--- config.mk ---
export PLATFORM = sky130hd
export DESIGN_NAME = prince_inv_round_seq
export DESIGN_NICKNAME = d
export VERILOG_FILES = /design/src/rtl/prince_pkg.sv /design/src/rtl/prince_inv_mlayer.sv /design/src/rtl/prince_inv_round_seq.sv
export SDC_FILE = /design/constraint.sdc
export NUM_CORES = 1
export LEC_CHECK = 0
export CELL_PAD_IN_SITES_DETAIL_PLACEMENT = 0
export CELL_PAD_IN_SITES_GLOBAL_PLACEMENT = 1
export CORE_AREA = 3 3 327 329
export CTS_BUF_LIST = sky130_fd_sc_hd__clkbuf_2 sky130_fd_sc_hd__clkbuf_4 sky130_fd_sc_hd__clkbuf_8
export DETAILED_ROUTE_END_ITERATION = 12
export DIE_AREA = 0 0 330 332
export PLACE_DENSITY_LB_ADDON = 0.1
export SLEW_MARGIN = 20
export SYNTH_ARGS = -nofsm -noshare
export SYNTH_HDL_FRONTEND = slang
export SYNTH_SLANG_ARGS = --single-unit
export TNS_END_PERCENT = 5
--- constraint.sdc ---
create_clock -name clk -period 2.9 [get_ports clk]
set_input_delay 0.29 -clock clk [delete_from_list [all_inputs] [get_ports clk]]
set_output_delay 0.29 -clock clk [all_outputs]
set_load 0.02 [all_outputs]
--- src/rtl/prince_pkg.sv ---
// Shared definitions for the masked PRINCE inverse-round sequencer.
//   STATE_W / NIB / SHARES : state width, nibbles per share, number of shares
//   RC                     : PRINCE round constants RC0..RC11
//   SR_INV                 : inverse ShiftRows, nibble positions counted from
//                            the MSB nibble (position 0 = bits [63:60])
//   seq_state_e            : sequencer FSM states
package prince_pkg;

   localparam int STATE_W = 64;
   localparam int NIB     = 16;
   localparam int SHARES  = 3;
   localparam int RC_BASE = 6;   // first inverse round uses RC6

   localparam logic [STATE_W-1:0] RC [12] = '{
      64'h0000000000000000, 64'h13198a2e03707344,
      64'ha4093822299f31d0, 64'h082efa98ec4e6c89,
      64'h452821e638d01377, 64'hbe5466cf34e90c6c,
      64'h7ef84f78fd955cb1, 64'h85840851f1ac43aa,
      64'hc882d32f25323c54, 64'h64a51195e0e3610d,
      64'hd3b5a399ca0c2399, 64'hc0ac29b7c97c50dd
   };

   // out nibble p takes in nibble SR_INV[p]
   localparam int SR_INV [NIB] = '{0, 13, 10, 7, 4, 1, 14, 11, 8, 5, 2, 15, 12, 9, 6, 3};

   typedef enum logic [1:0] {
      S_IDLE   = 2'd0,
      S_APPLY  = 2'd1,
      S_WAIT   = 2'd2,
      S_FINISH = 2'd3
   } seq_state_e;

endpackage

--- src/rtl/prince_inv_mlayer.sv ---
// Inverse PRINCE linear layer M^-1 on one share: SR^-1 followed by M'.
//   din  : 64-bit share in
//   dout : 64-bit share out
// Purely combinational; linear, so it is applied to each share separately.
module prince_inv_mlayer
   import prince_pkg::*;
(
   input  logic [STATE_W-1:0] din,
   output logic [STATE_W-1:0] dout
);

   logic [STATE_W-1:0] sr;

   for (genvar p = 0; p < NIB; p++) begin : g_sr
      assign sr[STATE_W-1-4*p -: 4] = din[STATE_W-1-4*SR_INV[p] -: 4];
   end

   // M' is block-diagonal (M^0, M^1, M^1, M^0) over 16-bit chunks. Every
   // output bit is the parity of the same bit position across the chunk's four
   // nibbles with exactly one nibble left out; XOR-ing the left-out term back
   // into the full parity removes it.
   for (genvar c = 0; c < 4; c++) begin : g_chunk
      localparam int HAT = (c == 0 || c == 3) ? 0 : 1;
      localparam int CB  = STATE_W - 1 - 16*c;
      for (genvar j = 0; j < 4; j++) begin : g_nib
         for (genvar b = 0; b < 4; b++) begin : g_bit
            localparam int KX = (b - j - HAT + 8) % 4;
            assign dout[CB-4*j-b] = sr[CB-b] ^ sr[CB-4-b] ^ sr[CB-8-b] ^ sr[CB-12-b]
                                  ^ sr[CB-4*KX-b];
         end
      end
   end

endmodule

--- src/rtl/prince_inv_round_seq.sv ---
// Sequencer for the masked inverse rounds R'6..R'(5+NROUNDS) of a 3-share
// PRINCE core. Each round: share 1 gets key1 ^ RC, every share goes through
// M^-1, the result is registered onto sbox_in*, and after the external lanes'
// latency the lane outputs are captured back into the state.
//   clk, rst              : clock, synchronous active-high reset
//   start                 : run request, honoured only when idle
//   state_in1/2/3, key1   : input shares (sampled on accept), round key k1
//   busy, done            : run in progress / one-cycle completion pulse
//   state_out1/2/3        : result shares, valid with done and held after
//   sbox_in1/2/3          : registered shares to the 16 inverse S-box lanes
//   sbox_out1/2/3         : lane outputs
module prince_inv_round_seq
   import prince_pkg::*;
#(
   parameter int SBOX_LAT = 4,
   parameter int NROUNDS  = 5
) (
   input  logic               clk,
   input  logic               rst,
   input  logic               start,
   input  logic [STATE_W-1:0] state_in1,
   input  logic [STATE_W-1:0] state_in2,
   input  logic [STATE_W-1:0] state_in3,
   input  logic [STATE_W-1:0] key1,
   output logic               busy,
   output logic               done,
   output logic [STATE_W-1:0] state_out1,
   output logic [STATE_W-1:0] state_out2,
   output logic [STATE_W-1:0] state_out3,
   output logic [STATE_W-1:0] sbox_in1,
   output logic [STATE_W-1:0] sbox_in2,
   output logic [STATE_W-1:0] sbox_in3,
   input  logic [STATE_W-1:0] sbox_out1,
   input  logic [STATE_W-1:0] sbox_out2,
   input  logic [STATE_W-1:0] sbox_out3
);

   localparam int RND_W  = (NROUNDS  > 1) ? $clog2(NROUNDS)  : 1;
   localparam int WCNT_W = (SBOX_LAT > 1) ? $clog2(SBOX_LAT) : 1;

   seq_state_e                       state_q, state_d;
   logic [RND_W-1:0]                 rnd_q, rnd_d;
   logic [WCNT_W-1:0]                wcnt_q, wcnt_d;
   logic                             load_in, load_sbox, capture, finish;
   logic                             busy_q, done_q;
   logic [SHARES-1:0][STATE_W-1:0]   st_q, sbin_q, sout_q, mix, mlay, lane_out;
   logic [3:0]                       rc_idx;

   assign rc_idx   = 4'(RC_BASE) + 4'(rnd_q);
   assign lane_out = {sbox_out3, sbox_out2, sbox_out1};

   // Key and round constant touch share 1 only; the other shares stay
   // independent so no two shares are ever combined.
   for (genvar g = 0; g < SHARES; g++) begin : g_share
      if (g == 0) begin : g_keyed
         assign mix[g] = st_q[g] ^ key1 ^ RC[rc_idx];
      end else begin : g_plain
         assign mix[g] = st_q[g];
      end
      prince_inv_mlayer u_mlayer (.din(mix[g]), .dout(mlay[g]));
   end

   always_ff @(posedge clk) begin
      if (rst) begin
         state_q <= S_IDLE;
         rnd_q   <= '0;
         wcnt_q  <= '0;
      end else begin
         state_q <= state_d;
         rnd_q   <= rnd_d;
         wcnt_q  <= wcnt_d;
      end
   end

   always_comb begin
      state_d   = state_q;
      rnd_d     = rnd_q;
      wcnt_d    = wcnt_q;
      load_in   = 1'b0;
      load_sbox = 1'b0;
      capture   = 1'b0;
      finish    = 1'b0;
      unique case (state_q)
         S_IDLE: begin
            // busy is still high in the done cycle, which keeps a held start
            // from being taken until the following cycle
            if (start && !busy_q) begin
               load_in = 1'b1;
               rnd_d   = '0;
               state_d = S_APPLY;
            end
         end
         S_APPLY: begin
            load_sbox = 1'b1;
            wcnt_d    = '0;
            state_d   = S_WAIT;
         end
         S_WAIT: begin
            wcnt_d = wcnt_q + 1'b1;
            // sbox_in* is the lanes' input register, so their output is
            // ready after SBOX_LAT-1 further cycles
            if (wcnt_q == WCNT_W'(SBOX_LAT-1)) begin
               capture = 1'b1;
               if (rnd_q == RND_W'(NROUNDS-1)) begin
                  state_d = S_FINISH;
               end else begin
                  rnd_d   = rnd_q + 1'b1;
                  state_d = S_APPLY;
               end
            end
         end
         S_FINISH: begin
            finish  = 1'b1;
            state_d = S_IDLE;
         end
         default: state_d = S_IDLE;
      endcase
   end

   always_ff @(posedge clk) begin
      if (rst) begin
         st_q   <= '0;
         sbin_q <= '0;
         sout_q <= '0;
         busy_q <= 1'b0;
         done_q <= 1'b0;
      end else begin
         done_q <= finish;
         if (load_in) begin
            st_q   <= {state_in3, state_in2, state_in1};
            busy_q <= 1'b1;
         end else if (state_q == S_IDLE) begin
            busy_q <= 1'b0;
         end
         if (load_sbox) sbin_q <= mlay;
         if (capture)   st_q   <= lane_out;
         if (finish)    sout_q <= st_q;
      end
   end

   assign busy       = busy_q;
   assign done       = done_q;
   assign state_out1 = sout_q[0];
   assign state_out2 = sout_q[1];
   assign state_out3 = sout_q[2];
   assign sbox_in1   = sbin_q[0];
   assign sbox_in2   = sbin_q[1];
   assign sbox_in3   = sbin_q[2];

endmodule

==> impl_metrics.csv, run 1 <==
group,metric,value,unit
detailed_routing,firstDrtPassIters,5,
yosys,synth.distinct_cells,50,
global_routing,overflow,0,
yosys,synth_edf_count,0,
setup_path,cp.required,3.55,ns
global_routing,grt_max_degree,207,
run_status,status,"finished clean",
min_path,min_path_cells,3,
die,initial_core_util,25.3,%
placed_design,dp_hpwl,88400,um
die,die_x,330,um
detailed_routing,drt_iter0_drc,1038,
yosys,yosysTopAreaCellShare,44.6,%
sta,period_needed,2.72,ns
layout,area_growth,47.2,%
sta,clock_skew,0.0302,ns
layout,nets,4129,
die,die_area,110000,sq um
die,io_pins,837,
clock_network,root_buffer,"clkbuf_8",
sta,rsz0062_at_grt,"false",
clock_network,cts_made_buffers,115,
min_path,worstHoldStart,"state_in2[9]",
yosys,synthFlopType,"dfxtp_1",
setup_path,rrSetupSlack,0.18,ns
setup_path,worstRegToRegCells,8,
yosys,synth_area,26300,sq um
yosys,synth-seq-cells,585,
sta,slew_violations,0,
global_routing,use_met1,22.8,%
detailed_routing,drc,0,
yosys,synth_nets,3332,
yosys,yosysTopAreaCell,"dfxtp_1",
sta,fin_crit_sh,93.8,%
min_path,holdCritPathClass,"in -> reg",
detailed_routing,wl_per_cell,23.0,um
sta,hold_viol,0,
clock_network,cts.htree.levels,3,
global_routing,grt.met2_usage,36.8,%
setup_path,path_class,"reg -> reg",
power_and_ir_drop,power_density,947,nW/um^2
global_routing,busiest_layer,"met2",
global_routing,grt_use_total,20.6,%
yosys,synthArstFlopShare,0,%
yosys,synth.most_common_cell,"dfxtp_1",
die,rows,118,
global_routing,grt_antenna_before_repair,30,
sta,tightest_slew,1.28,ns
sta,setup_viol,0,
yosys,synth_cells,2864,
layout,final_cells,5141,
power_and_ir_drop,p_leak,13.8,nW
setup_path,cp.arrival,3.37,ns
detailed_routing,vias,23500,
clock_network,clk_pin_slew,0.06,ns
sta,fin_tns_setup,0,ns
setup_path,critPathLaunchType,"flop",
clock_network,cts_buffer_depth,3,
yosys,synth-warning-count,0,
placed_design,port-buffer-count,836,
yosys,synth_common_cells,"585 x dfxtp_1, 570 x nor2_1, 413 x nand2_1",
layout,final_util,37.2,%
clock_network,clkLatencyLatePin,0.74,ns
sta,timing.fmax,368,MHz
setup_path,reg2reg_from,"rnd_q[1]",
setup_path,cp_max_fo,7,
sta,relSlewSlack,14.5,%
die,core-area,104000,sq um
global_routing,grt_pass1_wl,167000,um
setup_path,critPathCaptureType,"flop",
setup_path,timing.rr.end,"sbox_in1[58]",
layout,final.fill_count,10600,
clock_network,tritoncts,"done",
global_routing,grtUsageMet3,6.66,%
yosys,synth_area_leaders,"dfxtp_1 45%, mux2i_1 13%, xnor2_1 11%",
layout,drive_above_1_share,7.59,%
power_and_ir_drop,ir_drop,0.431,mV
clock_network,cts_sinks,585,
detailed_routing,via_per_inst,4.57,
detailed_routing,wl,118000,um
detailed_routing,antenna_left,0,
global_routing,grt_pass1_vias,24100,
die,die_h,332,um
min_path,hold_end,"mix[73]",
yosys,ys_seq_area_share,44.6,%
flow_run,maxCapViolCount,0,
placed_design,gp_congestion,0.838,
placed_design,dp.cells,4923,
yosys,avgSynthCellArea,9.17,sq um
==> cells by family (layout without fill, tap and decap cells) <==
family | after synthesis | count (layout) | share of synthesized area (%)
fa+ha+maj | 17 | 17 | 0.810
xor+xnor | 408 | 408 | 14.5
other cells | 0 | 17 | 0
compound gates | 274 | 274 | 8.63
simple gates | 1019 | 1019 | 14.9
buf+inv | 217 | 1097 | 3.30
mux | 344 | 344 | 13.2
flops | 585 | 585 | 44.6
==> per-layer routing <==
layer,wire [um],vias to the layer above,share of wire (%)
met5,181,-,0.15
met4,3420,24,2.9
met3,9050,180,7.7
met2,59600,723,50
met1,45900,11300,39
li1,-,11300,-
==> flip-flops by register name (all words and copies together), names as in the netlist, 3 cells and up <==
signal / cells
state_out1: 64
state_out2: 64
sbox_in1: 64
rnd_q: 3
state_out3: 64
st_q: 64
sbox_in2: 64
mix: 128
sbox_in3: 64
==> layout by cell type, fill, tap and decap left out, types with 14 or more instances in the layout <==
cell / count
a311oi_1: 192
buf_12: 18
xnor2_1: 321
diode_2: 17
dfxtp_1: 585
xor2_1: 65
o22ai_1: 14
a211oi_1: 34
nand2_1: 412
mux2i_1: 339
clkbuf_8: 143
clkdlybuf4s50_1: 835
clkbuf_4: 45
nor2_1: 570
buf_4: 35
==> critical path, stage by stage, from the launching register on <==
cell      delay (ns)
dfxtp_1         0.35
inv_1           0.06
buf_4           0.16
ha_1            0.35
or2_2           0.35
a31oi_4         0.38
xnor3_1         0.54
xnor3_1         0.20
a211oi_1        0.24
==> timing repair <==
action | 4_1_cts | 5_1_grt
setup endpoints to repair | 0 | 5
gates resized for setup | 0 | 2
buffers inserted | 0 | 0
hold buffers | 1 | 0
hold endpoints to repair | 12 | 0
==> metrics by stage <==
| step | cell area [sq um] | total power, mW | setup slack, ns | hold slack (ns) |
|---|---|---|---|---|
| finish | 38700 | 36.6 | 0.180 | 0.126 |
| detailed placement | 36200 | 28.2 | 0.142 | 0.472 |
| CTS | 38600 | 37.3 | 0.128 | 0.00616 |
| global placement | 36200 | 28.0 | 0.195 | 0.460 |
| floorplan | 26300 | 21.7 | 0.109 | 0.449 |
| global route | 38600 | 38.9 | 0.0406 | 0.0702 |
==> power by group <==
group | total [mW] | switching [mW] | internal, mW
combinational | 15.6 | 8.18 | 7.46
sequential | 12.2 | 2.17 | 10.0
clock | 8.80 | 3.75 | 5.05
total | 36.6 | 14.1 | 22.5
==> layout make-up <==
type	count	area (sq um)	share of cell area, %
Antenna cell	17	42.5	0.110
Multi-Input combinational cell	2062	13700	35.5
Inverter	7	26.3	0.0680
Sequential cell	585	11700	30.3
Tap cell	1380	1730	4.47
Timing Repair Buffer	890	9010	23.3
Clock buffer	188	2310	5.96
Clock inverter	12	103	0.265
==> how the worst max path moves through the flow <==
stage	from	end	slack [ns]	cells after the start
finish	rnd_q[1]	sbox_in1[58]	0.18	8
global route	rnd_q[1]	sbox_in1[58]	0.04	8
detailed placement	rnd_q[1]	sbox_in1[58]	0.14	7
global placement	rnd_q[1]	sbox_in1[10]	0.19	8
floorplan	rnd_q[1]	sbox_in1[2]	0.11	11
CTS	rnd_q[1]	sbox_in1[58]	0.13	7
Power figures use the tool's default switching activity.
==> run 2, diff against run 1 <==
--- a/config.mk
+++ b/config.mk
@@ -7,10 +7,10 @@
 export LEC_CHECK = 0
 export CELL_PAD_IN_SITES_DETAIL_PLACEMENT = 0
 export CELL_PAD_IN_SITES_GLOBAL_PLACEMENT = 1
-export CORE_AREA = 3 3 327 329
+export CORE_MARGIN = 3
+export CORE_UTILIZATION = 25
 export CTS_BUF_LIST = sky130_fd_sc_hd__clkbuf_2 sky130_fd_sc_hd__clkbuf_4 sky130_fd_sc_hd__clkbuf_8
 export DETAILED_ROUTE_END_ITERATION = 12
-export DIE_AREA = 0 0 330 332
 export PLACE_DENSITY_LB_ADDON = 0.1
 export SLEW_MARGIN = 20
 export SYNTH_ARGS = -nofsm -noshare
==> run 2 against run 1 <==
Non-clock buffer count is 54 higher. Critical path depth down 1. Core utilization increased by 0.56 points. Register-to-register slack barely moved. Design area up 1.6%. Worst setup slack improved by 0.011 ns. Via count fell by 0.23%. Global-route usage is 0.081 points higher. Clock power shrank 0.6%. Critical endpoint unchanged.
==> impl_metrics.csv, run 2 (synthesis results as in run 1) <==
group,metric,value,unit
run_status,status,"finished clean",
sta,hold_viol,0,
detailed_routing,wl,118000,um
global_routing,overflow,0,
clock_network,cts_buffer_depth,3,
detailed_routing,wl_met2,58600,um
min_path,holdCritPathClass,"in -> reg",
global_routing,grt_pass1_wl,167000,um
power_and_ir_drop,power_frac_clock,23.7,%
detailed_routing,antenna_left,0,
detailed_routing,drc,0,
sta,tightest_slew,1.04,ns
layout,area_growth,49.6,%
clock_network,cts.htree.levels,3,
layout,final-seq-area,11700,sq um
layout,final_cell_mix,"835 x clkdlybuf4s50_1, 584 x dfxtp_1, 570 x nor2_1",
sta,relSlewSlack,30.6,%
placed_design,gp_congestion,0.856,
clock_network,root_buffer,"clkbuf_8",
die,rows,118,
global_routing,grt_use_total,20.7,%
setup_path,critPathLaunchType,"flop",
flow_run,maxCapViolCount,0,
sta,fin_crit_sh,93.4,%
power_and_ir_drop,ir_drop,0.406,mV
detailed_routing,via_per_inst,4.50,
setup_path,critPathCaptureType,"flop",
power_and_ir_drop,p_leak,14.1,nW
clock_network,cts_sinks,585,
die,io_pins,837,
placed_design,dp_hpwl,88600,um
placed_design,dp.cells,4937,
detailed_routing,vias,23400,
clock_network,tritoncts,"done",
power_and_ir_drop,combPwrFrac,43.5,%
power_and_ir_drop,seqPwrFrac,32.8,%
layout,final_cells,5206,
power_and_ir_drop,internal-power,22.6,mW
layout,nets,4181,
sta,fin_tns_setup,0,ns
detailed_routing,wl_per_cell,22.6,um
sta,rsz0062_at_grt,"false",
die,die_x,330,um
power_and_ir_drop,p_switching,14.2,mW
power_and_ir_drop,swShare,38.6,%
setup_path,path_class,"reg -> reg",
sta,setup_viol,0,
global_routing,grt_pass1_vias,24000,
layout,mostFrequentLayoutCell,"clkdlybuf4s50_1",
setup_path,cp_max_fo,7,
die,die_area,109000,sq um
clock_network,clk_pin_slew,0.06,ns
global_routing,grt_max_degree,198,
detailed_routing,met3WireLength,8920,um
die,initial_core_util,25.3,%
die,die_h,330,um
detailed_routing,drt_iter0_drc,976,
clock_network,clkLatencyLatePin,0.76,ns
die,core-area,104000,sq um
layout,multi_input_area,13700,sq um
sta,period_needed,2.71,ns
layout,final.fill_count,10500,
global_routing,grt_antenna_before_repair,25,
detailed_routing,met1Wirelength,46800,um
sta,timing.fmax,369,MHz
placed_design,port-buffer-count,836,
clock_network,cts_made_buffers,113,
setup_path,cp.required,3.53,ns
setup_path,cp.arrival,3.34,ns
detailed_routing,highest_layer,"met5",
sta,slew_violations,0,
sta,clock_skew,0.0323,ns
power_and_ir_drop,power_density,938,nW/um^2
detailed_routing,firstDrtPassIters,7,
layout,largest_reg_flops,128,
layout,drive_above_1_share,8.02,%
## run 2: path summary, 6_finish.rpt
check | start | endpoint | slack [ns] | depth (start not counted)
setup / recovery | rnd_q[0] | sbox_in1[58] | 0.19 | 7
hold / removal | sbox_out2[37] | mix[101] | 0.12 | 3
setup reg to reg | rnd_q[0] | sbox_in1[58] | 0.19 | 7
hold reg to reg | sbox_in1[60] | sbox_in1[60] | 0.48 | 2
## run 2: routing by layer
layer,track usage [%],vias to the layer above
met5,0,-
met4,7.28,6
met3,6.39,158
met2,36.4,680
met1,23.6,11200
li1,-,11400
## run 2: power groups by stage
stage	Clock (mW)	Sequential, mW	Combinational [mW]
2_1_floorplan	0	12.8	8.90
3_3_place_gp	0	12.2	16.0
3_5_place_dp	0	12.3	16.1
4_1_cts	9.15	12.1	16.3
5_1_grt	9.46	12.4	17.4
6_report	8.75	12.1	16.0
## run 2: cell type report
cell class              count  share of cell area, %
clock inverters            21                  0.369
inverters                   7                 0.0669
diodes                     23                  0.146
multi-input cells        2062                   35.0
repair buffers            944                   24.4
well taps                1380                   4.39
flip-flops and latches    585                   29.8
clock buffers             184                   5.81
## run 2: what timing repair did
item / in CTS / in global routing
endpoints found under the hold margin: 57 / 0
endpoints found under the setup margin: 0 / 9
gates resized for setup: 0 / 4
hold buffers: 38 / 0
setup buffers: 0 / 3
## run 2: worst max-delay path: stages (launching register included)
cell and delay (ns):
dfxtp_1 0.39, inv_1 0.17, ha_1 0.40, or2_2 0.36
a31oi_4 0.30, xnor3_1 0.52, xnor3_1 0.20, a211oi_1 0.25
## run 2: per-stage QoR
stage | hold WS (ns) | cell area [sq um] | setup WS (ns) | power (mW) | util (%)
final | 0.119 | 39300 | 0.191 | 36.9 | 37.8
after global routing | 0.0636 | 39300 | 0.0445 | 39.2 | 37.8
after CTS | 0.000355 | 39200 | 0.0584 | 37.6 | 37.7
after detailed placement | 0.471 | 36400 | 0.208 | 28.4 | 35.0
after global placement | 0.459 | 36400 | 0.256 | 28.2 | 35.0
after floorplan | 0.449 | 26300 | 0.109 | 21.7 | -
==> run 3, diff against run 2 <==
--- a/config.mk
+++ b/config.mk
@@ -7,7 +7,7 @@
 export LEC_CHECK = 0
 export CELL_PAD_IN_SITES_DETAIL_PLACEMENT = 0
 export CELL_PAD_IN_SITES_GLOBAL_PLACEMENT = 1
-export CORE_MARGIN = 3
+export CORE_MARGIN = 1.5
 export CORE_UTILIZATION = 25
 export CTS_BUF_LIST = sky130_fd_sc_hd__clkbuf_2 sky130_fd_sc_hd__clkbuf_4 sky130_fd_sc_hd__clkbuf_8
 export DETAILED_ROUTE_END_ITERATION = 12
==> run 3 against run 2 <==
Clock skew shrank 0.012 ns. Non-clock buffer count down 42. Design area shrank 1.0%. Via count down 0.53%. Count of clock-buffer cells in the layout rose by 10. Cell count shrank 0.94%. Maximum frequency grew 1.3%. Global-route usage up 0.17 points. Critical path type unchanged. Largest cell class unchanged.
==> impl_metrics.csv, run 3 (synthesis results as in run 1) <==
group,metric,value,unit
sta,hold_viol,0,
setup_path,critPathLaunchType,"flop",
setup_path,worstRegToRegCells,7,
min_path,hold_end,"st_q[42]",
setup_path,reg2reg_from,"rnd_q[0]",
min_path,holdCritPathClass,"in -> reg",
global_routing,grt_pass1_wl,165000,um
clock_network,cts_sinks,585,
layout,final_cells,5157,
layout,final_util,37.5,%
detailed_routing,wl,116000,um
sta,tightest_slew,1.21,ns
die,io_pins,837,
clock_network,tritoncts,"done",
die,core-area,104000,sq um
die,initial_core_util,25.3,%
detailed_routing,drt_iter0_drc,1081,
setup_path,crit_path_cell_trace,"inv_1 -> ha_1 -> or2_2 -> a31oi_4 -> xnor3_1 -> xnor3_1 -> a211oi_1",
power_and_ir_drop,p_leak,13.9,nW
layout,final_cell_mix,"835 x clkdlybuf4s50_1, 585 x dfxtp_1, 570 x nor2_1",
sta,whs,0.104,ns
detailed_routing,antenna_left,0,
placed_design,dp.cells,4934,
power_and_ir_drop,ir_drop,0.363,mV
sta,fin_crit_sh,92.3,%
detailed_routing,wl_per_cell,22.5,um
min_path,min_path_cells,3,
die,rows,118,
setup_path,crit_buf_inv,1,
die,die_h,327,um
power_and_ir_drop,power_density,947,nW/um^2
setup_path,cp_max_fo,7,
sta,rsz0062_at_grt,"false",
setup_path,cp.required,3.56,ns
clock_network,post_cts_buffers,0,
detailed_routing,wl_met2,58500,um
layout,largest_reg_flops,128,
setup_path,rrSetupSlack,0.22,ns
setup_path,critPathLaunch,"rnd_q[0]",
clock_network,cts_made_buffers,111,
placed_design,dp_hpwl,87500,um
detailed_routing,via_per_inst,4.52,
placed_design,gp_congestion,0.868,
layout,drive_above_1_share,7.93,%
flow_run,maxCapViolCount,0,
setup_path,crit_slowest_cell,"xnor3_1",
sta,slew_violations,0,
clock_network,clk_pin_slew,0.06,ns
clock_network,cts.htree.levels,3,
placed_design,port-buffer-count,836,
sta,relSlewSlack,19.5,%
layout,area_growth,48.1,%
detailed_routing,vias,23300,
sta,fin_tns_setup,0,ns
setup_path,path_class,"reg -> reg",
detailed_routing,highest_layer,"met5",
global_routing,grt_use_total,20.9,%
detailed_routing,met1Wirelength,46900,um
clock_network,root_buffer,"clkbuf_8",
layout,mostFrequentLayoutCell,"clkdlybuf4s50_1",
sta,timing.fmax,374,MHz
sta,period_needed,2.68,ns
setup_path,critPathMaxStageDelay,0.54,ns
global_routing,overflow,0,
global_routing,grt_max_degree,199,
run_status,status,"finished clean",
die,die_x,327,um
min_path,worstHoldStart,"sbox_out1[42]",
clock_network,clkLatencyLatePin,0.76,ns
clock_network,cts_buffer_depth,3,
global_routing,grt_antenna_before_repair,20,
detailed_routing,met3WireLength,8130,um
setup_path,path_common_cell,"xnor3_1",
detailed_routing,firstDrtPassIters,5,
setup_path,timing.rr.end,"sbox_in1[58]",
global_routing,grt_pass1_vias,23600,
die,die_area,107000,sq um
sta,setup_viol,0,
detailed_routing,drc,0,
layout,nets,4137,
setup_path,path_delay_family,"XOR/XNOR gates",
power_and_ir_drop,power,36.8,mW
sta,clock_skew,0.0199,ns
setup_path,cp.arrival,3.33,ns
setup_path,critPathCaptureType,"flop",
[run 3: where the power goes]
part           internal (mW)  switching, mW
sequential              10.0           2.14
clock                   5.11           3.75
combinational           7.60           8.22
total                   22.7           14.1
[run 3: metal layers]
metal	GRT usage, %	vias to the layer above
met5	0	-
met4	5.69	16
met3	6.61	146
met2	36.9	629
met1	24.1	11200
li1	-	11300
[run 3: how the worst max path moves through the flow]
stage	depth (start not counted)	slack (ns)	endpoint
floorplan	11	0.11	sbox_in1[2]
global placement	9	0.22	sbox_in1[58]
detailed placement	9	0.13	sbox_in1[58]
CTS	9	0.10	sbox_in1[58]
global route	9	0.09	sbox_in1[58]
finish	7	0.22	sbox_in1[58]
[run 3: final cells by class]
cell class                      instances  area [sq um]
Antenna cell                           17          42.5
Clock buffer                          194          2340
Clock inverter                         10          81.3
Fill cell                           10600         64900
Inverter                                7          26.3
Multi-Input combinational cell       2062         13700
Sequential cell                       585         11700
Tap cell                             1380          1730
Timing Repair Buffer                  902          9220
[run 3: through the flow]
step / instance area (sq um) / setup slack [ns]
6_report: 38900 / 0.225
5_1_grt: 38900 / 0.0947
4_1_cts: 38800 / 0.103
3_5_place_dp: 36400 / 0.130
3_3_place_gp: 36400 / 0.221
2_1_floorplan: 26300 / 0.109
[run 3: what timing repair did]
action | 4_1_cts | 5_1_grt
endpoints found under the hold margin | 12 | 0
gates resized for setup | 0 | 1
hold buffers | 2 | 0
endpoints found under the setup margin | 0 | 1
[run 3: worst min-delay path, stage by stage]
cell	delay, ns
clkdlybuf4s50_1	0.39
nand2_1	0.05
a311oi_1	0.07
